`config.mk`:
```
export PLATFORM = sky130hd
export DESIGN_NAME = muldiv_ctrl_flat
export DESIGN_NICKNAME = d
export VERILOG_FILES = /design/src/rtl/muldiv_pkg.sv /design/src/rtl/muldiv_ctrl_if.sv /design/src/rtl/muldiv_datapath.sv /design/src/rtl/muldiv_ctrl.sv /design/src/flat_wrapper.sv
export SDC_FILE = /design/constraint.sdc
export NUM_CORES = 1
export LEC_CHECK = 0
export BUFFER_PORTS_ARGS = -buffer_cell sky130_fd_sc_hd__buf_2
export CORE_MARGIN = 4
export CORE_UTILIZATION = 56
export DETAILED_ROUTE_END_ITERATION = 8
export PLACE_DENSITY = 0.75
export SYNTH_ARGS = -nofsm -noshare
export SYNTH_HDL_FRONTEND = slang
export SYNTH_HIERARCHICAL = 1
export SYNTH_SLANG_ARGS = --single-unit
export TNS_END_PERCENT = 20
```
`constraint.sdc`:
```
create_clock -name clk -period 4.1 [get_ports clk]
set_clock_uncertainty 0.1 [all_clocks]
set_input_delay 0.41 -clock clk [delete_from_list [all_inputs] [get_ports clk]]
set_output_delay 0.41 -clock clk [all_outputs]
set_load 0.01 [all_outputs]
```
`src/rtl/muldiv_pkg.sv`:
```
// Shared definitions for the iterative multiply/divide unit.
package muldiv_pkg;

  localparam int unsigned XLEN_DEF  = 32;
  localparam int unsigned CNT_W_DEF = 6;

  typedef enum logic [1:0] {
    MD_MULT  = 2'b00,
    MD_MULTU = 2'b01,
    MD_DIV   = 2'b10,
    MD_DIVU  = 2'b11
  } mdOp_t;

  typedef enum logic [1:0] {
    ST_IDLE = 2'b00,
    ST_RUN  = 2'b01,
    ST_FIX  = 2'b10
  } mdState_t;

  // MULT and DIV are the signed variants
  function automatic logic isSignedOp(input logic [1:0] op);
    return !op[0];
  endfunction

  function automatic logic isDivOp(input logic [1:0] op);
    return op[1];
  endfunction

endpackage

```
`src/rtl/muldiv_ctrl_if.sv`:
```
// Execute/Decode-side signal bundle of the multiply/divide unit.
interface muldiv_ctrl_if #(parameter int unsigned XLEN = muldiv_pkg::XLEN_DEF);

  logic            startE;
  logic [1:0]      opE;
  logic [XLEN-1:0] srcaE;
  logic [XLEN-1:0] srcbE;
  logic [1:0]      hiloweE;
  logic            hiloreadD;
  logic            muldivD;
  logic [XLEN-1:0] hi;
  logic [XLEN-1:0] lo;
  logic            busy;
  logic            stall_md;

  modport master (
    output startE, opE, srcaE, srcbE, hiloweE, hiloreadD, muldivD,
    input  hi, lo, busy, stall_md
  );

  modport slave (
    input  startE, opE, srcaE, srcbE, hiloweE, hiloreadD, muldivD,
    output hi, lo, busy, stall_md
  );

endinterface

```
`src/rtl/muldiv_datapath.sv`:
```
// Multiply/divide working registers, one-bit step logic and the HI/LO pair.
// Optional MULDIV_EARLY_OUT_EN: flag a multiply done once no multiplier bits remain.
module muldiv_datapath
  import muldiv_pkg::*;
#(
  parameter int unsigned XLEN = XLEN_DEF
) (
  input  logic            clk,
  input  logic            reset,
  input  logic            load,
  input  logic            step,
  input  logic            fix,
  input  logic [1:0]      op,
  input  logic [XLEN-1:0] srcA,
  input  logic [XLEN-1:0] srcB,
  input  logic [1:0]      hiloWe,
  output logic [XLEN-1:0] hi,
  output logic [XLEN-1:0] lo,
  output logic            mulDone_c
);

  localparam int unsigned W2 = 2 * XLEN;

  // prod: product accumulator, upper half doubles as divide remainder.
  // mcand: shifted multiplicand, low half holds the divisor.
  // mplier: multiplier shifted right, or dividend/quotient shifted left.
  logic [W2-1:0]   prod;
  logic [W2-1:0]   mcand;
  logic [XLEN-1:0] mplier;
  logic            isDiv;
  logic            negLo;
  logic            negHi;
  logic            divZero;

  logic [XLEN-1:0] magA;
  logic [XLEN-1:0] magB;
  logic [XLEN-1:0] rem;
  logic [XLEN-1:0] remSh;
  logic [XLEN-1:0] remSub;
  logic            take;
  logic [W2-1:0]   prodFix;
  logic [XLEN-1:0] quotFix;
  logic [XLEN-1:0] remFix;
  logic [XLEN-1:0] resHi;
  logic [XLEN-1:0] resLo;

  // Operand magnitudes, restoring-divide trial and sign-corrected results
  always_comb begin
    magA    = (isSignedOp(op) && srcA[XLEN-1]) ? -srcA : srcA;
    magB    = (isSignedOp(op) && srcB[XLEN-1]) ? -srcB : srcB;
    rem     = prod[W2-1:XLEN];
    remSh   = {rem[XLEN-2:0], mplier[XLEN-1]};
    take    = {rem[XLEN-1], remSh} >= {1'b0, mcand[XLEN-1:0]};
    remSub  = remSh - mcand[XLEN-1:0];
    prodFix = negLo ? -prod : prod;
    quotFix = divZero ? '1 : (negLo ? -mplier : mplier);
    remFix  = negHi ? -rem : rem;
    resHi   = isDiv ? remFix : prodFix[W2-1:XLEN];
    resLo   = isDiv ? quotFix : prodFix[XLEN-1:0];
  end

  // Load magnitudes and result signs, then advance one bit per step
  always_ff @(posedge clk) begin
    if (reset) begin
      prod    <= '0;
      mcand   <= '0;
      mplier  <= '0;
      isDiv   <= 1'b0;
      negLo   <= 1'b0;
      negHi   <= 1'b0;
      divZero <= 1'b0;
    end else if (load) begin
      isDiv   <= isDivOp(op);
      negLo   <= isSignedOp(op) && (srcA[XLEN-1] ^ srcB[XLEN-1]);
      negHi   <= isSignedOp(op) && srcA[XLEN-1];
      divZero <= (srcB == '0);
      prod    <= '0;
      if (isDivOp(op)) begin
        mcand  <= W2'(magB);
        mplier <= magA;
      end else begin
        mcand  <= W2'(magA);
        mplier <= magB;
      end
    end else if (step) begin
      if (isDiv) begin
        prod[W2-1:XLEN] <= take ? remSub : remSh;
        mplier          <= {mplier[XLEN-2:0], take};
      end else begin
        if (mplier[0]) prod <= prod + mcand;
        mcand  <= mcand << 1;
        mplier <= mplier >> 1;
      end
    end
  end

  // HI/LO: result lands on the fix cycle, otherwise MTHI/MTLO write srcA
  always_ff @(posedge clk) begin
    if (reset) begin
      hi <= '0;
      lo <= '0;
    end else if (fix) begin
      hi <= resHi;
      lo <= resLo;
    end else begin
      if (hiloWe[1]) hi <= srcA;
      if (hiloWe[0]) lo <= srcA;
    end
  end

`ifdef MULDIV_EARLY_OUT_EN
  // The current step consumes the last set multiplier bit
  assign mulDone_c = !isDiv && (mplier[XLEN-1:1] == '0);
`else
  assign mulDone_c = 1'b0;
`endif

endmodule

```
`src/rtl/muldiv_ctrl.sv`:
```
// Sequencer for the iterative multiply/divide unit and its HI/LO registers.
// Optional MULDIV_EARLY_OUT_EN: multiplies may leave RUN before XLEN iterations.
module muldiv_ctrl
  import muldiv_pkg::*;
#(
  parameter int unsigned XLEN  = XLEN_DEF,
  parameter int unsigned CNT_W = CNT_W_DEF
) (
  input logic           clk,
  input logic           reset,
  muldiv_ctrl_if.slave  bus
);

  mdState_t         state;
  logic [CNT_W-1:0] cnt;
  logic             load;
  logic             step;
  logic             fix;
  logic             busy;
  logic             mulDone_c;
  logic [1:0]       hiloWe;

  // Datapath strobes decoded from the state; a start suppresses a same-cycle HI/LO write
  always_comb begin
    busy   = (state != ST_IDLE);
    load   = (state == ST_IDLE) && bus.startE;
    step   = (state == ST_RUN);
    fix    = (state == ST_FIX);
    hiloWe = ((state == ST_IDLE) && !bus.startE) ? bus.hiloweE : 2'b00;
  end

  assign bus.busy     = busy;
  assign bus.stall_md = busy && (bus.hiloreadD || bus.muldivD);

  // IDLE -> RUN for XLEN iterations (or until early out) -> FIX for one cycle
  always_ff @(posedge clk) begin
    if (reset) begin
      state <= ST_IDLE;
      cnt   <= '0;
    end else begin
      case (state)
        ST_IDLE: begin
          if (bus.startE) begin
            state <= ST_RUN;
            cnt   <= '0;
          end
        end
        ST_RUN: begin
          cnt <= cnt + CNT_W'(1);
          if ((cnt == CNT_W'(XLEN - 1)) || mulDone_c) state <= ST_FIX;
        end
        ST_FIX:  state <= ST_IDLE;
        default: state <= ST_IDLE;
      endcase
    end
  end

  // Hazard logic must hold off new operations and HI/LO writes while busy
  assert property (@(posedge clk) disable iff (reset) busy |-> !bus.startE);
  assert property (@(posedge clk) disable iff (reset) busy |-> (bus.hiloweE == 2'b00));

  muldiv_datapath #(
    .XLEN (XLEN)
  ) u_datapath (
    .clk       (clk),
    .reset     (reset),
    .load      (load),
    .step      (step),
    .fix       (fix),
    .op        (bus.opE),
    .srcA      (bus.srcaE),
    .srcB      (bus.srcbE),
    .hiloWe    (hiloWe),
    .hi        (bus.hi),
    .lo        (bus.lo),
    .mulDone_c (mulDone_c)
  );

endmodule
```
`src/flat_wrapper.sv`:
```
// flat-port wrapper written by rule: the top's interface ports become plain ports
module muldiv_ctrl_flat import muldiv_pkg::*;
#(
  parameter int unsigned XLEN  = XLEN_DEF,
  parameter int unsigned CNT_W = CNT_W_DEF
)
  (clk, reset, bus_startE, bus_opE, bus_srcaE, bus_srcbE, bus_hiloweE, bus_hiloreadD, bus_muldivD, bus_hi, bus_lo, bus_busy, bus_stall_md);
  muldiv_ctrl_if #(.XLEN(XLEN)) bus_i ();
  input logic clk;
  input logic reset;
  input wire logic [$bits(bus_i.startE)-1:0] bus_startE;
  input wire logic [$bits(bus_i.opE)-1:0] bus_opE;
  input wire logic [$bits(bus_i.srcaE)-1:0] bus_srcaE;
  input wire logic [$bits(bus_i.srcbE)-1:0] bus_srcbE;
  input wire logic [$bits(bus_i.hiloweE)-1:0] bus_hiloweE;
  input wire logic [$bits(bus_i.hiloreadD)-1:0] bus_hiloreadD;
  input wire logic [$bits(bus_i.muldivD)-1:0] bus_muldivD;
  output wire logic [$bits(bus_i.hi)-1:0] bus_hi;
  output wire logic [$bits(bus_i.lo)-1:0] bus_lo;
  output wire logic [$bits(bus_i.busy)-1:0] bus_busy;
  output wire logic [$bits(bus_i.stall_md)-1:0] bus_stall_md;
  assign bus_i.startE = bus_startE;
  assign bus_i.opE = bus_opE;
  assign bus_i.srcaE = bus_srcaE;
  assign bus_i.srcbE = bus_srcbE;
  assign bus_i.hiloweE = bus_hiloweE;
  assign bus_i.hiloreadD = bus_hiloreadD;
  assign bus_i.muldivD = bus_muldivD;
  assign bus_hi = bus_i.hi;
  assign bus_lo = bus_i.lo;
  assign bus_busy = bus_i.busy;
  assign bus_stall_md = bus_i.stall_md;
  muldiv_ctrl #(.XLEN(XLEN), .CNT_W(CNT_W)) u_core (.clk(clk), .reset(reset), .bus(bus_i));
endmodule
```
# After elaboration in Yosys (flattened, before gate mapping)
# Cells that the tools add are included.
# classes
reduce_logical,23
n_eq_ne,6
add_sub_neg,8
n_lt_le_gt_ge,1
n_bitwise,2
muxes,29
# ops
op,n
2-to-1 mux 32 bit,18
2-to-1 mux 64 bit,5
negation 32 bit,4
adder 64 bit,1
negation 64 bit,1
greater-or-equal comparator 33 x 32 -> 1 bit,1
logical NOT 32 bit,1
subtractor 32 bit,1
one-hot mux 6 bit (2 select lines),1
nonzero test 2 bit,6
AND reduction 2 bit,4
"adder 6 x 1 -> 6 bit, second input constant",1
"equality test 6 x 5 -> 1 bit, second input constant",1
logical AND 1 bit,6
2-to-1 mux 2 bit,3
2-to-1 mux 6 bit,1
"!= test 2 bit, second input constant",2
one-hot mux 2 bit (2 select lines),1
AND reduction 3 bit,1
"equality test 2 x 1 -> 1 bit, second input constant",1
"equality test 2 bit, second input constant",1
logical NOT 1 bit,2
logical NOT 2 bit,1
"!= test 2 x 1 -> 1 bit, second input constant",1
other kinds (4),4
# totals
elab_cells,81
in_bits,73
out_inout_bits,66
register_bits,236

# Depth between registers and ports, before layout
# logic_depth
ltp_word,5
ltp_mapped,15
ltp_nobuf,13

# Modules after synthesis
# Netlist, hierarchy kept.
# by_module_without_submodules
mod,area_per_inst_um2,instances,cells_per_inst
muldiv_datapath,19761.5,1,2710
muldiv_ctrl,422.9,1,49

# Least setup slack after synthesis
# No wires, ideal clock.
# synth_timing
path_type,reg-to-reg
from,register u_core.u_datapath.prod[0]
to,register u_core.u_datapath.prod[58]
path_stages_with_launch,13
path_buffers,0
setup_ns,0.095
setup_slack_ns,0.996
required_ns,3.905
arrival_ns,2.908
cell_sequence,dfxtp_1 -> ha_1 -> fa_1 -> a211o_1 -> or4b_1 -> o211a_1 -> o211ai_1 -> a211oi_1 -> o21ai_1 -> a41o_1 -> a21oi_1 -> xor2_1 -> a221oi_1
# synth_between
elab_chain_cells,3
# synth_lines
element,line_no,text
"start, declared",muldiv_datapath.sv:27,logic [W2-1:0] prod;
"start signal, assigned by index",muldiv_datapath.sv:87,prod[W2-1:XLEN] <= take ? remSub : remSh;
"start signal, assigned",muldiv_datapath.sv:90,if (mplier[0]) prod <= prod + mcand;
adder 64 bit,muldiv_datapath.sv:90,
2-to-1 mux 64 bit,muldiv_datapath.sv:90,
2-to-1 mux 32 bit,muldiv_datapath.sv:86,if (isDiv) begin
# No other way between the ends. The select of a mux whose other input is x is not followed.
# A chain may end at the register's enable or synchronous reset.

# Final worst setup path
# layout_timing
from,register u_core.u_datapath.prod[32]
to,register u_core.u_datapath.hi[30]
# layout_between
elab_chain_cells,4
word_cells_on_any_way,6
classes_between,add/sub: 2; mux: 4
# layout_lines
element,line_no,text
negation 64 bit or negation 32 bit (tied branches),"muldiv_datapath.sv:55, muldiv_datapath.sv:57",
2-to-1 mux 64 bit or 2-to-1 mux 32 bit (tied branches),"muldiv_datapath.sv:55, muldiv_datapath.sv:57",
2-to-1 mux 32 bit (*),muldiv_datapath.sv:58,resHi = isDiv ? remFix : prodFix[W2-1:XLEN];
2-to-1 mux 32 bit (*),muldiv_datapath.sv:102,end else if (fix) begin
"end signal, assigned",muldiv_datapath.sv:103,hi <= resHi;
"end signal, assigned",muldiv_datapath.sv:106,if (hiloWe[1]) hi <= srcA;
"end, declared",muldiv_datapath.sv:17,"output logic [XLEN-1:0] hi,"
# Every way passes the cells marked *; elsewhere a longest branch is shown, timed or not.

==> impl_metrics.yaml <==
yosys:
  syn_area_sq_um: 20200
  yosys_warnings: 6
  synth.mux.area_fraction_pct: 3.99
  yosys.area_share.xor_xnor_pct: 10.0
  syn_inst: 2759
  synthArstFlopShare_pct: 0
  yosys.area_share.simple_pct: 20.7
  synth_top_family_by_area: "compound AO/OA/AOI/OAI gates"
  synth-edff-count: 0
  synth.distinct_cells: 87
  ys_seq_elements: 236
  syn-num-nets: 2935
  ys_seq_area_share_pct: 23.4
  synth_compound_area_share_pct: 30.4
  yosysTopAreaCellShare_pct: 23.4
  netlist.top_cell.by_area: "dfxtp_1"
  ys_dominant_reg_cell: "dfxtp_1"
  yosys.area_share.adder_pct: 6.46
  synth.avg_cell_area_sq_um: 7.32
  synth_area_leaders: "dfxtp_1, a21oi_1, xnor2_1"
route:
  vias: 22000
  vias_per_cell: 6.68
  firstDrtPassIters: 6
  wirelength_microns: 77100
  dr.first_iter.drc_count: 3018
  routedWlPerCell_microns: 23.4
  route.detailed.drc: 0
  antenna_left: 0
power:
  p_leak_nw: 9.15
  power_switching_mw: 3.03
  ir_worst_vdd_mv: 0.412
  p_per_area_nw_per_um2: 364
  p_sw_share_pct: 37.2
  pwr-share-clk_pct: 33.9
  intPower_mw: 5.10
  combPwrFrac_pct: 33.2
  seqPwrFrac_pct: 32.9
status:
  status: "finished clean"
timing:
  setup_viol: 0
  final_max_slew_viol_count: 0
  worst_pin_slew_ns: 1.11
  min_period_ns: 3.83
  rsz0062_at_grt: "false"
  report.final.hold_viol_count: 0
  fmax_mhz: 261
  slew_headroom_pct: 26.3
  period_share_pct: 93.3
  setup_tns_ns: 0
  hold_slack_ns: 0.125
finish:
  antennaDiodeCount: 0
  syn2layout_area_growth_pct: 10.7
  fin_util_pct: 62.8
  nets: 2983
  drive_gt1_share_pct: 11.3
  postLayoutCellArea_sq_um: 22300
clock_tree:
  cts_buffers: 29
  cts.sinks: 236
  cts_tree: "done"
  cts_buffer_depth: 3
  cts.hold.buffers_added: 0
  cts.htree.levels: 1
  cts_setup_buffers: 0
  cts.root.buffer_cell: "clkbuf_16"
  cts_resized: 0
  clock_latency_ns: 0.58
  clk_pin_slew_ns: 0.06
setup_path:
  slowest_delay_ns: 0.69
  crit_type: "flip-flop to flip-flop"
  critPathRequiredTime_ns: 4.48
  crit_path_cell_trace: "inv_1, ha_1, nand2_1, or4_1, or4_1, nor3_2, nand3_1, o32ai_1, a21oi_1, xnor2_1, a211oi_1"
  critPathCaptureType: "flip-flop"
  regToRegStartpoint: "u_core/u_datapath/prod[32]$_SDFFE_PP0P_"
  cp_slowest_cell: "or4_1"
  rr_worst_depth: 11
  r2r_setup_slack_ns: 0.27
  critPathMaxFanout: 6
  path_common_cell: "or4_1"
  cp-start-kind: "flip-flop"
  arrival_ns: 4.21
  reg2reg_to: "u_core/u_datapath/hi[30]$_SDFFE_PP0P_"
  cp_num_buf_inv: 1
  crit_family: "simple AND/OR/NAND/NOR gates"
placement:
  gp_congestion: 1.05
  placed_area_sq_um: 21300
  hpwlAfterDp_microns: 59100
  io_buffers: 138
grt:
  antenna_found_initial: 0
  grt_remaining_overflow: 0
  met2_usage_pct: 54.4
  gr-usage-met3_pct: 5.33
  use_met1_pct: 55.1
  grt_pass1_vias: 19500
  grt_max_degree: 71
  grt_first_pass_wirelength_microns: 116000
  grt-busiest-layer: "met1"
  grt_usage_pct: 37.3
floorplanning:
  start_util_pct: 56.7
  die_x_microns: 198
  rows: 69
  dieHeight_microns: 198
  io_pins: 139
  coreArea_sq_um: 35600
  die-area_sq_um: 39100
min_path:
  hold_path_class: "input port to flip-flop"
  min_to: "u_core/u_datapath/divZero$_SDFFE_PP0P_"
  hold_depth: 4
  min_from: "bus_srcbE[30]"
job:
  max-cap-violations: 0
==> power by group through the flow <==
stage               Clock (mW)  Combinational, mW  Sequential [mW]
floorplan                    0               1.83             2.66
global placement             0               2.57             2.71
detailed placement           0               2.59             2.72
CTS                       2.77               2.61             2.67
global route              2.87               2.90             2.69
finish                    2.76               2.70             2.68
==> cells by family (layout without fill, tap and decap cells) <==
group                    Yosys count  after routing
XOR/XNOR                         231            231
adder cells (fa/ha/maj)          103            103
AND/OR/NAND/NOR                  880            880
buffers and inverters            265            334
AO/OA/AOI/OAI                    963            963
flip-flops                       236            236
multiplexers                      80             80
other                              1              1
==> final cells by class <==
| class | count | area [sq um] |
|---|---|---|
| Tap cell | 461 | 577 |
| Clock inverter | 15 | 188 |
| Inverter | 66 | 248 |
| Sequential cell | 236 | 4730 |
| Fill cell | 3223 | 13200 |
| Timing Repair Buffer | 216 | 1300 |
| Multi-Input combinational cell | 2258 | 14500 |
| Clock buffer | 37 | 826 |
==> worst max-delay path by stage <==
stage / startpoint / endpoint / slack [ns] / cells after the start
final: u_core/u_datapath/prod[32]$_SDFFE_PP0P_ / u_core/u_datapath/hi[30]$_SDFFE_PP0P_ / 0.27 / 11
after global routing: u_core/u_datapath/mcand[3]$_SDFFE_PP0P_ / u_core/u_datapath/prod[36]$_SDFFE_PP0P_ / 0.07 / 13
after CTS: u_core/u_datapath/prod[0]$_SDFFE_PP0P_ / u_core/u_datapath/prod[58]$_SDFFE_PP0P_ / 0.32 / 12
after detailed placement: u_core/u_datapath/prod[0]$_SDFFE_PP0P_ / u_core/u_datapath/prod[58]$_SDFFE_PP0P_ / 0.35 / 12
after global placement: u_core/u_datapath/mcand[1]$_SDFFE_PP0P_ / u_core/u_datapath/prod[51]$_SDFFE_PP0P_ / 0.40 / 12
after floorplan: u_core/u_datapath/prod[0]$_SDFFE_PP0P_ / u_core/u_datapath/prod[58]$_SDFFE_PP0P_ / 1.0 / 12
==> Yosys cell counts, types with 21 or more instances <==
master	instances
o22ai_1	59
xnor2_1	151
nor2b_1	70
mux2i_1	76
nand4_1	29
o21ai_0	149
nor4_1	21
nand2b_1	26
o31ai_1	44
ha_1	101
xor2_1	80
clkbuf_1	176
nor3_1	45
nand3_1	44
a211oi_1	159
dfxtp_1	236
inv_1	66
a21o_1	47
a21oi_1	313
nor2_1	298
nand2_1	241
or3_1	25
==> routing by layer <==
metal	vias to the layer above	wire, microns
met1	10200	32200
met4	0	3920
met5	-	0
met3	188	9590
met2	1427	31300
li1	10200	-
==> worst register-to-register path: stages, from the launching register on <==
cell      delay [ns]
dfxtp_1         0.45
inv_1           0.35
ha_1            0.32
nand2_1         0.18
or4_1           0.69
or4_1           0.49
nor3_2          0.22
nand3_1         0.14
o32ai_1         0.27
a21oi_1         0.12
xnor2_1         0.18
a211oi_1        0.22
==> cells in the final DEF (no fill, tap or decap), drive strengths merged, types with 24 or more instances in the layout <==
master  Yosys  layout
mux2i      76      76
xor2       80      80
a21o       47      47
a211oi    159     159
buf        23     216
o21ai     157     157
inv        66      68
o22ai      59      59
nand3      45      45
dfxtp     236     236
nor3       48      48
a21oi     314     314
or3        26      26
clkbuf    176      37
o31ai      45      45
xnor2     151     151
nand2     241     241
nor2      299     299
nand4      29      29
nand2b     28      28
ha        101     101
nor2b      70      70
nor4       24      24
==> state kept, by name, summed over array words and instances, names as in the netlist <==
register	count
u_core/cnt	6
u_core/state	2
u_core/u_datapath/divZero	1
u_core/u_datapath/hi	32
u_core/u_datapath/isDiv	1
u_core/u_datapath/lo	32
u_core/u_datapath/mcand	64
u_core/u_datapath/mplier	32
u_core/u_datapath/negHi	1
u_core/u_datapath/negLo	1
u_core/u_datapath/prod	64
==> per-stage QoR <==
| stage | worst slack [ns] | power, mW | cells |
|---|---|---|---|
| final | 0.273 | 8.13 | 3289 |
| after global routing | 0.0674 | 8.46 | 3289 |
| after CTS | 0.319 | 8.05 | 3289 |
| after detailed placement | 0.354 | 5.30 | 3237 |
| after global placement | 0.403 | 5.27 | 3237 |
| after floorplan | 0.996 | 4.49 | 2759 |
Power figures use the tool's default switching activity.
